<file path="src/rtl/alu_pkg.sv">
// Shared op-code and FSM encodings for the sequential ALU.
// Imported by alu_seq and alu_mul_iter.
package alu_pkg;

    localparam logic [3:0] OP_AND  = 4'd0;
    localparam logic [3:0] OP_OR   = 4'd1;
    localparam logic [3:0] OP_ADD  = 4'd2;
    localparam logic [3:0] OP_NOR  = 4'd3;
    localparam logic [3:0] OP_NAND = 4'd4;
    localparam logic [3:0] OP_XOR  = 4'd5;
    localparam logic [3:0] OP_SUB  = 4'd6;
    localparam logic [3:0] OP_SLT  = 4'd7;
    localparam logic [3:0] OP_SLTU = 4'd8;
    localparam logic [3:0] OP_SLL  = 4'd9;
    localparam logic [3:0] OP_SRL  = 4'd10;
    localparam logic [3:0] OP_SRA  = 4'd11;
    localparam logic [3:0] OP_MUL  = 4'd12;

    typedef enum logic [1:0] {
        ST_IDLE = 2'd0,
        ST_MUL  = 2'd1,
        ST_DONE = 2'd2
    } state_t;

endpackage

</file>
<file path="src/rtl/alu_mul_iter.sv">
// Iterative shift-add multiplier: one multiplier bit per cycle.
// done is high during the final step; result is the accumulator after that step.
module alu_mul_iter
    import alu_pkg::*;
#(
    parameter int WIDTH = 32
) (
    input  logic             clk,
    input  logic             rst_n,
    input  logic             start,
    input  logic [WIDTH-1:0] a,
    input  logic [WIDTH-1:0] b,
    output logic             busy,
    output logic             done,
    output logic [WIDTH-1:0] result
);

    localparam int CW = $clog2(WIDTH);

    logic [WIDTH-1:0] acc;
    logic [WIDTH-1:0] mcand;
    logic [WIDTH-1:0] mplier;
    logic [CW-1:0]    cnt;

    assign result = acc + (mplier[0] ? mcand : '0);
    assign done   = busy && (cnt == CW'(WIDTH - 1));

    always_ff @(posedge clk) begin
        if (!rst_n) begin
            busy   <= 1'b0;
            acc    <= '0;
            mcand  <= '0;
            mplier <= '0;
            cnt    <= '0;
        end else if (start) begin
            busy   <= 1'b1;
            acc    <= '0;
            mcand  <= a;
            mplier <= b;
            cnt    <= '0;
        end else if (busy) begin
            acc    <= result;
            mcand  <= mcand << 1;
            mplier <= mplier >> 1;
            cnt    <= cnt + 1'b1;
            if (done) begin
                busy <= 1'b0;
            end
        end
    end

endmodule

</file>
<file path="src/rtl/alu_seq.sv">
// Sequential ALU with valid/ready handshake; single-cycle ops inline,
// MUL delegated to an iterative shift-add unit.
module alu_seq
    import alu_pkg::*;
#(
    parameter int WIDTH = 32
) (
    input  logic             clk,
    input  logic             rst_n,
    input  logic             in_valid,
    output logic             in_ready,
    input  logic [WIDTH-1:0] a,
    input  logic [WIDTH-1:0] b,
    input  logic [3:0]       op,
    output logic             out_valid,
    input  logic             out_ready,
    output logic [WIDTH-1:0] res,
    output logic             co,
    output logic             zero,
    output logic             overflow,
    output logic             illegal
);

    localparam int SHW = $clog2(WIDTH);

    state_t state;
    state_t state_nx;

    logic             accept;
    logic             is_mul;
    logic             mul_busy;
    logic             mul_done;
    logic [WIDTH-1:0] mul_res;

    logic             sub;
    logic [WIDTH-1:0] b_add;
    logic [WIDTH-1:0] sum;
    logic             carry;
    logic             ovf;
    logic [SHW-1:0]   shamt;
    logic [WIDTH-1:0] alu_res;
    logic             alu_co;
    logic             alu_ovf;
    logic             alu_ill;

    assign is_mul = (op == OP_MUL);
    assign accept = in_valid && in_ready;
    assign shamt  = b[SHW-1:0];

    alu_mul_iter #(.WIDTH(WIDTH)) u_mul (
        .clk    (clk),
        .rst_n  (rst_n),
        .start  (accept && is_mul),
        .a      (a),
        .b      (b),
        .busy   (mul_busy),
        .done   (mul_done),
        .result (mul_res)
    );

    always_ff @(posedge clk) begin
        if (!rst_n) begin
            state <= ST_IDLE;
        end else begin
            state <= state_nx;
        end
    end

    always_comb begin
        state_nx = state;
        unique case (state)
            ST_IDLE: begin
                if (accept) begin
                    state_nx = is_mul ? ST_MUL : ST_DONE;
                end
            end
            ST_MUL: begin
                if (mul_done) begin
                    state_nx = ST_DONE;
                end
            end
            ST_DONE: begin
                if (accept) begin
                    state_nx = is_mul ? ST_MUL : ST_DONE;
                end else if (out_ready) begin
                    state_nx = ST_IDLE;
                end
            end
            default: state_nx = ST_IDLE;
        endcase
    end

    always_comb begin
        in_ready  = (state == ST_IDLE) || (state == ST_DONE && out_ready);
        out_valid = (state == ST_DONE);
    end

    // SUB/SLT/SLTU share the adder as A + ~B + 1
    always_comb begin
        sub          = (op == OP_SUB) || (op == OP_SLT) || (op == OP_SLTU);
        b_add        = sub ? ~b : b;
        {carry, sum} = {1'b0, a} + {1'b0, b_add} + {{WIDTH{1'b0}}, sub};
        ovf          = (a[WIDTH-1] == b_add[WIDTH-1]) && (sum[WIDTH-1] != a[WIDTH-1]);
        alu_res      = '0;
        alu_co       = 1'b0;
        alu_ovf      = 1'b0;
        alu_ill      = 1'b0;
        case (op)
            OP_AND:  alu_res = a & b;
            OP_OR:   alu_res = a | b;
            OP_NOR:  alu_res = ~(a | b);
            OP_NAND: alu_res = ~(a & b);
            OP_XOR:  alu_res = a ^ b;
            OP_ADD, OP_SUB: begin
                alu_res = sum;
                alu_co  = carry;
                alu_ovf = ovf;
            end
            OP_SLT:  alu_res = {{(WIDTH-1){1'b0}}, sum[WIDTH-1] ^ ovf};
            OP_SLTU: alu_res = {{(WIDTH-1){1'b0}}, ~carry};
            OP_SLL:  alu_res = a << shamt;
            OP_SRL:  alu_res = a >> shamt;
            OP_SRA:  alu_res = $signed(a) >>> shamt;
            OP_MUL:  alu_res = '0;
            default: alu_ill = 1'b1;
        endcase
    end

    always_ff @(posedge clk) begin
        if (!rst_n) begin
            res      <= '0;
            co       <= 1'b0;
            zero     <= 1'b0;
            overflow <= 1'b0;
            illegal  <= 1'b0;
        end else if (accept && !is_mul) begin
            res      <= alu_res;
            co       <= alu_co;
            zero     <= (alu_res == '0);
            overflow <= alu_ovf;
            illegal  <= alu_ill;
        end else if (state == ST_MUL && mul_busy && mul_done) begin
            res      <= mul_res;
            co       <= 1'b0;
            zero     <= (mul_res == '0);
            overflow <= 1'b0;
            illegal  <= 1'b0;
        end
    end

endmodule

</file>
<file path="config.mk">
export PLATFORM = sky130hd
export DESIGN_NAME = alu_seq
export DESIGN_NICKNAME = d
export VERILOG_FILES = /design/src/rtl/alu_pkg.sv /design/src/rtl/alu_mul_iter.sv /design/src/rtl/alu_seq.sv
export SDC_FILE = /design/constraint.sdc
export NUM_CORES = 1
export LEC_CHECK = 0
export CAP_MARGIN = 10
export CORE_MARGIN = 1
export CORE_UTILIZATION = 45
export DETAILED_ROUTE_END_ITERATION = 7
export PLACE_DENSITY = 0.68
export SLEW_MARGIN = 0
export SYNTH_ARGS = -nofsm -noshare
export SYNTH_HDL_FRONTEND = slang
export SYNTH_SLANG_ARGS = --single-unit
</file>
<file path="constraint.sdc">
create_clock -name clk -period 10 [get_ports clk]
set_clock_uncertainty 0.05 [all_clocks]
set_input_delay 2.5 -clock clk [delete_from_list [all_inputs] [get_ports clk]]
set_output_delay 2.5 -clock clk [all_outputs]
set_load 0.01 [all_outputs]
</file>
==> results.cfg, run 1 <==
[placement]
place_ws_ps = 2240
dp_hpwl_um = 55000
place_area_sq_um = 17900
gp_congestion = 1.01
numPortBuffers = 109

[layout]
synthToLayoutAreaGrowth_pct = 11.1
antenna_cells = 0
post-route-util_pct = 50.7
layout.nets = 2389
drive_gt1_share_pct = 8.51
final_area_sq_um = 18500

[clocking]
cts_sinks = 140
cts_made_buffers = 17
postCtsSetupBuffers = 0
cts_tree = yes
clock_latency_ps = 470
clockBufferDepth = 2
h-tree-depth = 4
ctsHoldBuffers = 0
cts_resized = 0
root_buffer = clkbuf_16
path_clk_slew_ps = 70

[sta]
rsz0062_at_grt = no
hold_violations = 0
fin_ws_ps = 2660
relSlewSlack_pct = 27.5
max_freq_mhz = 136
timing.final.crit_share_pct = 73.4
slew_violations = 0
fin_crit_ps = 7340
worst_slew_pin_slew_ps = 1090
setup_viol = 0
fin_setup_tns_ps = 0

[logic_synthesis]
ys_warn_count = 0
netlist.area_leader.share_pct = 16.8
yosys_register_bits = 140
synth-edff-count = 0
synth.area.top_cells = dfxtp_1 17%, ha_1 9.8%, mux2i_1 8.3%
synthArstFlopShare_pct = 0
yosysUniqueCellTypes = 92
syn_avg_cell_area_sq_um = 7.62
synth_flop_cell = dfxtp_1
syn-num-nets = 2390
synthCells = 2185
synth_area_leader_cell = dfxtp_1
synthesis.area_sq_um = 16700
ys_seq_area_share_pct = 16.8

[setup_path]
worst_ep_arrival_time_ps = 7650
reg2reg_slack_ps = 5160
cp-start-kind = input port
r2r_end = zero
critical_path_class = input port to flip-flop
reg2reg_depth = 15
crit_required_ps = 10310
worstPathMaxFanout = 65
r2r-start = u_mul.mplier[0]
cp-end-kind = flip-flop

[run_status]
violations = DRC
status = finished with violations

[global_routing]
groute.usage.overall_pct = 38.0
overflow = 0
antenna_found_initial = 1
grt_max_degree = 84
grt_pass1_wl_um = 108000
grt_pass1_vias = 16688

[hold_path]
holdCritPathClass = flip-flop to flip-flop
holdPathEnd = u_mul.acc[23]
hold_depth = 2
min_from = u_mul.acc[23]

[routing]
vias = 17977
first_pass_iters = 8
first_iter_violations = 2117
post_drt_wl_per_cell_um = 27.5
post-route-drc-count = 2
ant_nets = 0
viasPerCell = 6.75
wl_um = 73300

[power_and_ir_drop]
powerDensity_nw_per_um2 = 110
intPower_mw = 1.20
ir_drop_uv = 107
comb_power_share_pct = 38.1
p_leak_nw = 7.21
p_switching_mw = 0.836
sequentialPowerShare_pct = 29.0
p_clk_share_pct = 33.0
swShare_pct = 41.0
fin_total_pwr_mw = 2.04

[die]
die_area_sq_um = 37800
initial_utilization_pct = 45.6
die_w_um = 194
ioPinCount = 110
rows = 70
dieHeight_um = 194
coreArea_sq_um = 36500

[job]
max_cap_violations = 0
final cells by class:
| type | count | area, sq um |
|---|---|---|
| inverters | 97 | 364 |
| multi-input cells | 1776 | 12800 |
| flip-flops and latches | 140 | 2810 |
| repair buffers | 152 | 1380 |
| well taps | 468 | 586 |
| clock buffers | 18 | 450 |
| clock inverters | 14 | 139 |
| fillers | 3606 | 18000 |
synthesized netlist by cell type, types with 24 or more instances:
master	number
nor2_1	260
nand2_1	161
dfxtp_1	140
a21oi_1	139
mux2i_1	138
ha_1	131
clkbuf_1	119
a211oi_1	115
o21ai_0	106
inv_1	94
xnor2_1	65
nand3_1	45
and2_1	39
xor2_1	38
nor3_1	36
mux4_2	33
o22ai_1	32
mux2_2	30
o211ai_1	28
buf_2	27
a221oi_1	26
a31oi_1	25
nand2b_1	24
layer usage:
metal	vias up	wire, um	global-route usage (%)
met5	-	13	0
met4	2	4560	21.0
met3	237	6630	6.89
met2	1071	32000	59.5
met1	8581	30100	49.4
li1	8086	-	-
worst max path at each step:
stage / from / slack (ps) / depth (start not counted) / to
floorplan: op[3] / 3140 / 19 / zero
global placement: op[1] / 2340 / 18 / zero
detailed placement: op[1] / 2240 / 18 / zero
CTS: op[1] / 2720 / 18 / zero
global route: op[1] / 2370 / 18 / zero
finish: op[1] / 2660 / 18 / zero
cell usage in the layout (no fill, tap or decap), types with 23 or more instances in the layout:
| master | n |
|---|---|
| nor2_1 | 260 |
| nand2_1 | 161 |
| a21oi_1 | 139 |
| dfxtp_1 | 139 |
| mux2i_1 | 138 |
| ha_1 | 131 |
| a211oi_1 | 115 |
| o21ai_0 | 106 |
| clkdlybuf4s50_1 | 102 |
| inv_1 | 93 |
| xnor2_1 | 65 |
| nand3_1 | 44 |
| buf_4 | 44 |
| and2_1 | 39 |
| xor2_1 | 38 |
| nor3_1 | 36 |
| mux4_2 | 33 |
| o22ai_1 | 32 |
| mux2_2 | 30 |
| o211ai_1 | 28 |
| a221oi_1 | 26 |
| a31oi_1 | 25 |
| nand2b_1 | 24 |
| a21o_1 | 23 |
flip-flops by register name, summed over array words and instances, names as in the netlist:
name	flops
overflow	1
u_mul.cnt	5
u_mul.mplier	32
u_mul.busy	1
zero	1
u_mul.acc	32
co	1
illegal	1
state	2
u_mul.mcand	32
res	32
power by group through the flow:
| stage | Sequential [mW] | Combinational (mW) | Clock, mW |
|---|---|---|---|
| after CTS | 0.590 | 0.750 | 0.677 |
| after global routing | 0.592 | 0.819 | 0.699 |
| after global placement | 0.602 | 0.745 | 0 |
| after floorplan | 0.602 | 0.470 | 0 |
| after detailed placement | 0.603 | 0.747 | 0 |
| final | 0.590 | 0.776 | 0.673 |
stage by stage:
stage / cells / hold slack [ps]
after floorplan: 2185 / 400
after global placement: 2633 / 408
after detailed placement: 2633 / 419
after CTS: 2665 / 430
after global routing: 2665 / 453
final: 2665 / 429
critical path, cell delays in order:
cell	delay, ps
buf_2	90
buf_4	560
and3b_1	320
or2_2	660
xnor2_1	230
inv_1	90
fa_1	400
nand3b_1	200
a211oi_1	230
nor3_1	160
a211oi_1	830
o31a_1	230
o32ai_1	90
a211o_1	330
nor4_1	320
and4bb_2	270
a21oi_1	80
o41ai_2	50
cell families (layout without fill, tap and decap cells):
kind of cell / count (synthesis) / after routing / share of synthesized area (%)
fa+ha+maj: 133 / 133 / 10.1
flops: 140 / 140 / 16.8
simple gates: 695 / 695 / 19.9
mux: 201 / 201 / 14.8
xor+xnor: 103 / 103 / 5.42
buf+inv: 269 / 281 / 6.49
compound gates: 644 / 644 / 26.5
Note: power is estimated with default switching activity, not from simulation.
==> run 2: changes to the inputs <==
--- a/config.mk
+++ b/config.mk
@@ -9,7 +9,7 @@
 export CORE_MARGIN = 1
 export CORE_UTILIZATION = 45
 export DETAILED_ROUTE_END_ITERATION = 7
-export PLACE_DENSITY = 0.68
+export PLACE_DENSITY = 0.71
 export SLEW_MARGIN = 0
 export SYNTH_ARGS = -nofsm -noshare
 export SYNTH_HDL_FRONTEND = slang
==> constraint.sdc (replaced) <==
create_clock -name clk -period 6.5 [get_ports clk]
set_clock_uncertainty 0.05 [all_clocks]
set_input_delay 1.625 -clock clk [delete_from_list [all_inputs] [get_ports clk]]
set_output_delay 1.625 -clock clk [all_outputs]
set_load 0.01 [all_outputs]
==> run 2 against run 1 <==
The run now ends clean. Utilization grew 1.6 points. Critical path depth decreased by 1. Sequential share of layout area down 0.47 points. Cell count rose by 2.6%. Flip-flop and latch count stayed put. Clock power rose by 56%. Clock-buffer cell count is 2 higher. Final area increased by 3.2%.
==> results.cfg, run 2 (synthesized netlist as in run 1, its figures left out) <==
[run_status]
status = finished clean

[global_routing]
antenna_found_initial = 1
overflow = 0
grt_pass1_wl_um = 110000
grt_pass1_vias = 17049
groute.usage.overall_pct = 39.2
grt_max_degree = 87

[setup_path]
cp-start-kind = input port
cp_common_cell = a21oi_1
slowest_stage = clkdlybuf4s50_1
crit_start = op[3]
worstPathMaxFanout = 7
cp.depth = 17
r2r-start = u_mul.mplier[0]
cp_top_family = compound AO/OA/AOI/OAI gates
crit_path_end = zero
cpPeakStageDelay_ps = 590
reg2reg_slack_ps = 2040
crit_buf_inv = 2
critical_path_class = input port to flip-flop
crit_chain = clkdlybuf4s50_1 > and3b_1 > or2_2 > xnor2_1 > ha_1 > a211o_1 > a21oi_1 > o21ai_1 > a41oi_1 > mux2i_1 > a2111oi_0 > buf_4 > nand2_1 > nor4_1 > and4b_1 > a21oi_1 > o41ai_2
worst_ep_arrival_time_ps = 6350
crit_required_ps = 6810
cp-end-kind = flip-flop
reg2reg_depth = 16
r2r_end = zero

[power_and_ir_drop]
powerDensity_nw_per_um2 = 168
fin_total_pwr_mw = 3.21
ir_drop_uv = 189
p_leak_nw = 7.57

[die]
dieHeight_um = 194
coreArea_sq_um = 36500
initial_utilization_pct = 45.6
die_area_sq_um = 37800
rows = 70
ioPinCount = 110
die_w_um = 194

[clocking]
clock_latency_ps = 460
clockBufferDepth = 2
cts_tree = yes
postCtsSetupBuffers = 0
root_buffer = clkbuf_16
ctsHoldBuffers = 0
path_clk_slew_ps = 60
cts_sinks = 140
cts_made_buffers = 17
h-tree-depth = 4
cts_resized = 0

[placement]
numPortBuffers = 109
gp_congestion = 1.07
dp_hpwl_um = 58000

[routing]
ant_nets = 0
first_iter_violations = 2022
vias = 18212
post_drt_wl_per_cell_um = 27.6
viasPerCell = 6.66
first_pass_iters = 5
post-route-drc-count = 0
wl_um = 75500

[sta]
fin_crit_ps = 6040
max_freq_mhz = 166
setup_viol = 0
hold_slack_ps = 426
fin_setup_tns_ps = 0
slew_violations = 0
hold_violations = 0
relSlewSlack_pct = 35.2
timing.final.crit_share_pct = 93.0
worst_slew_pin_slew_ps = 972
rsz0062_at_grt = no

[layout]
drive_gt1_share_pct = 11.3
final_common_cell = nor2_1
antenna_cells = 0
layout.nets = 2459
synthToLayoutAreaGrowth_pct = 14.7
final_cell_mix = 260 x nor2_1, 161 x nand2_1, 139 x a21oi_1, 139 x dfxtp_1, 138 x mux2i_1

[job]
max_cap_violations = 0

[hold_path]
holdCritPathClass = flip-flop to flip-flop
-- run 2: routing by layer --
metal / vias up / track usage [%] / routed length [um]
li1: 8217 / - / -
met1: 8718 / 51.4 / 31600
met2: 1023 / 59.8 / 32600
met3: 252 / 6.40 / 6170
met4: 2 / 24.7 / 5170
met5: - / 0 / 18
-- run 2: worst min-delay path by stage --
stage / from / endpoint / slack [ps] / depth (start not counted)
2_1_floorplan: u_mul.acc[23] / u_mul.acc[23] / 400 / 2
3_3_place_gp: u_mul.acc[23] / u_mul.acc[23] / 410 / 2
3_5_place_dp: u_mul.acc[23] / u_mul.acc[23] / 410 / 2
4_1_cts: u_mul.acc[23] / u_mul.acc[23] / 420 / 2
5_1_grt: u_mul.acc[31] / u_mul.acc[31] / 450 / 2
6_report: u_mul.acc[23] / u_mul.acc[23] / 430 / 2
-- run 2: power breakdown --
part           internal, mW  leakage, nW  switching [mW]  total [mW]
Sequential            0.886         1.14          0.0210       0.907
Clock                 0.599        0.291           0.447        1.05
Combinational         0.479         6.14           0.779        1.26
-- run 2: through the flow --
stage               worst slack [ps]  utilization, %  cells  cell area, sq um
floorplan                        512               -   2185             16700
finish                           458            52.3   2734             19100
CTS                              567            52.2   2733             19100
global route                     260            52.3   2734             19100
global placement                 153            50.6   2702             18500
detailed placement               123            50.6   2702             18500
-- run 2: area by class of cell --
type	instances	area, sq um
fillers	3536	17400
repair buffers	222	1960
flip-flops and latches	140	2810
multi-input cells	1776	12800
inverters	97	364
clock buffers	20	467
clock inverters	11	133
well taps	468	586
-- run 2: worst reg2reg max path, stage by stage, from the launching register on --
cell and delay (ps):
dfxtp_1 310, buf_4 290, and2_1 210, ha_1 170, inv_1 60, fa_1 440, nor2b_1 180, o2111ai_1 180
a21oi_1 240, o21ai_0 250, a21oi_1 360, a211oi_1 130, o41ai_1 330, xor2_1 280, nor4_1 390, nand4_1 180
o41ai_2 310
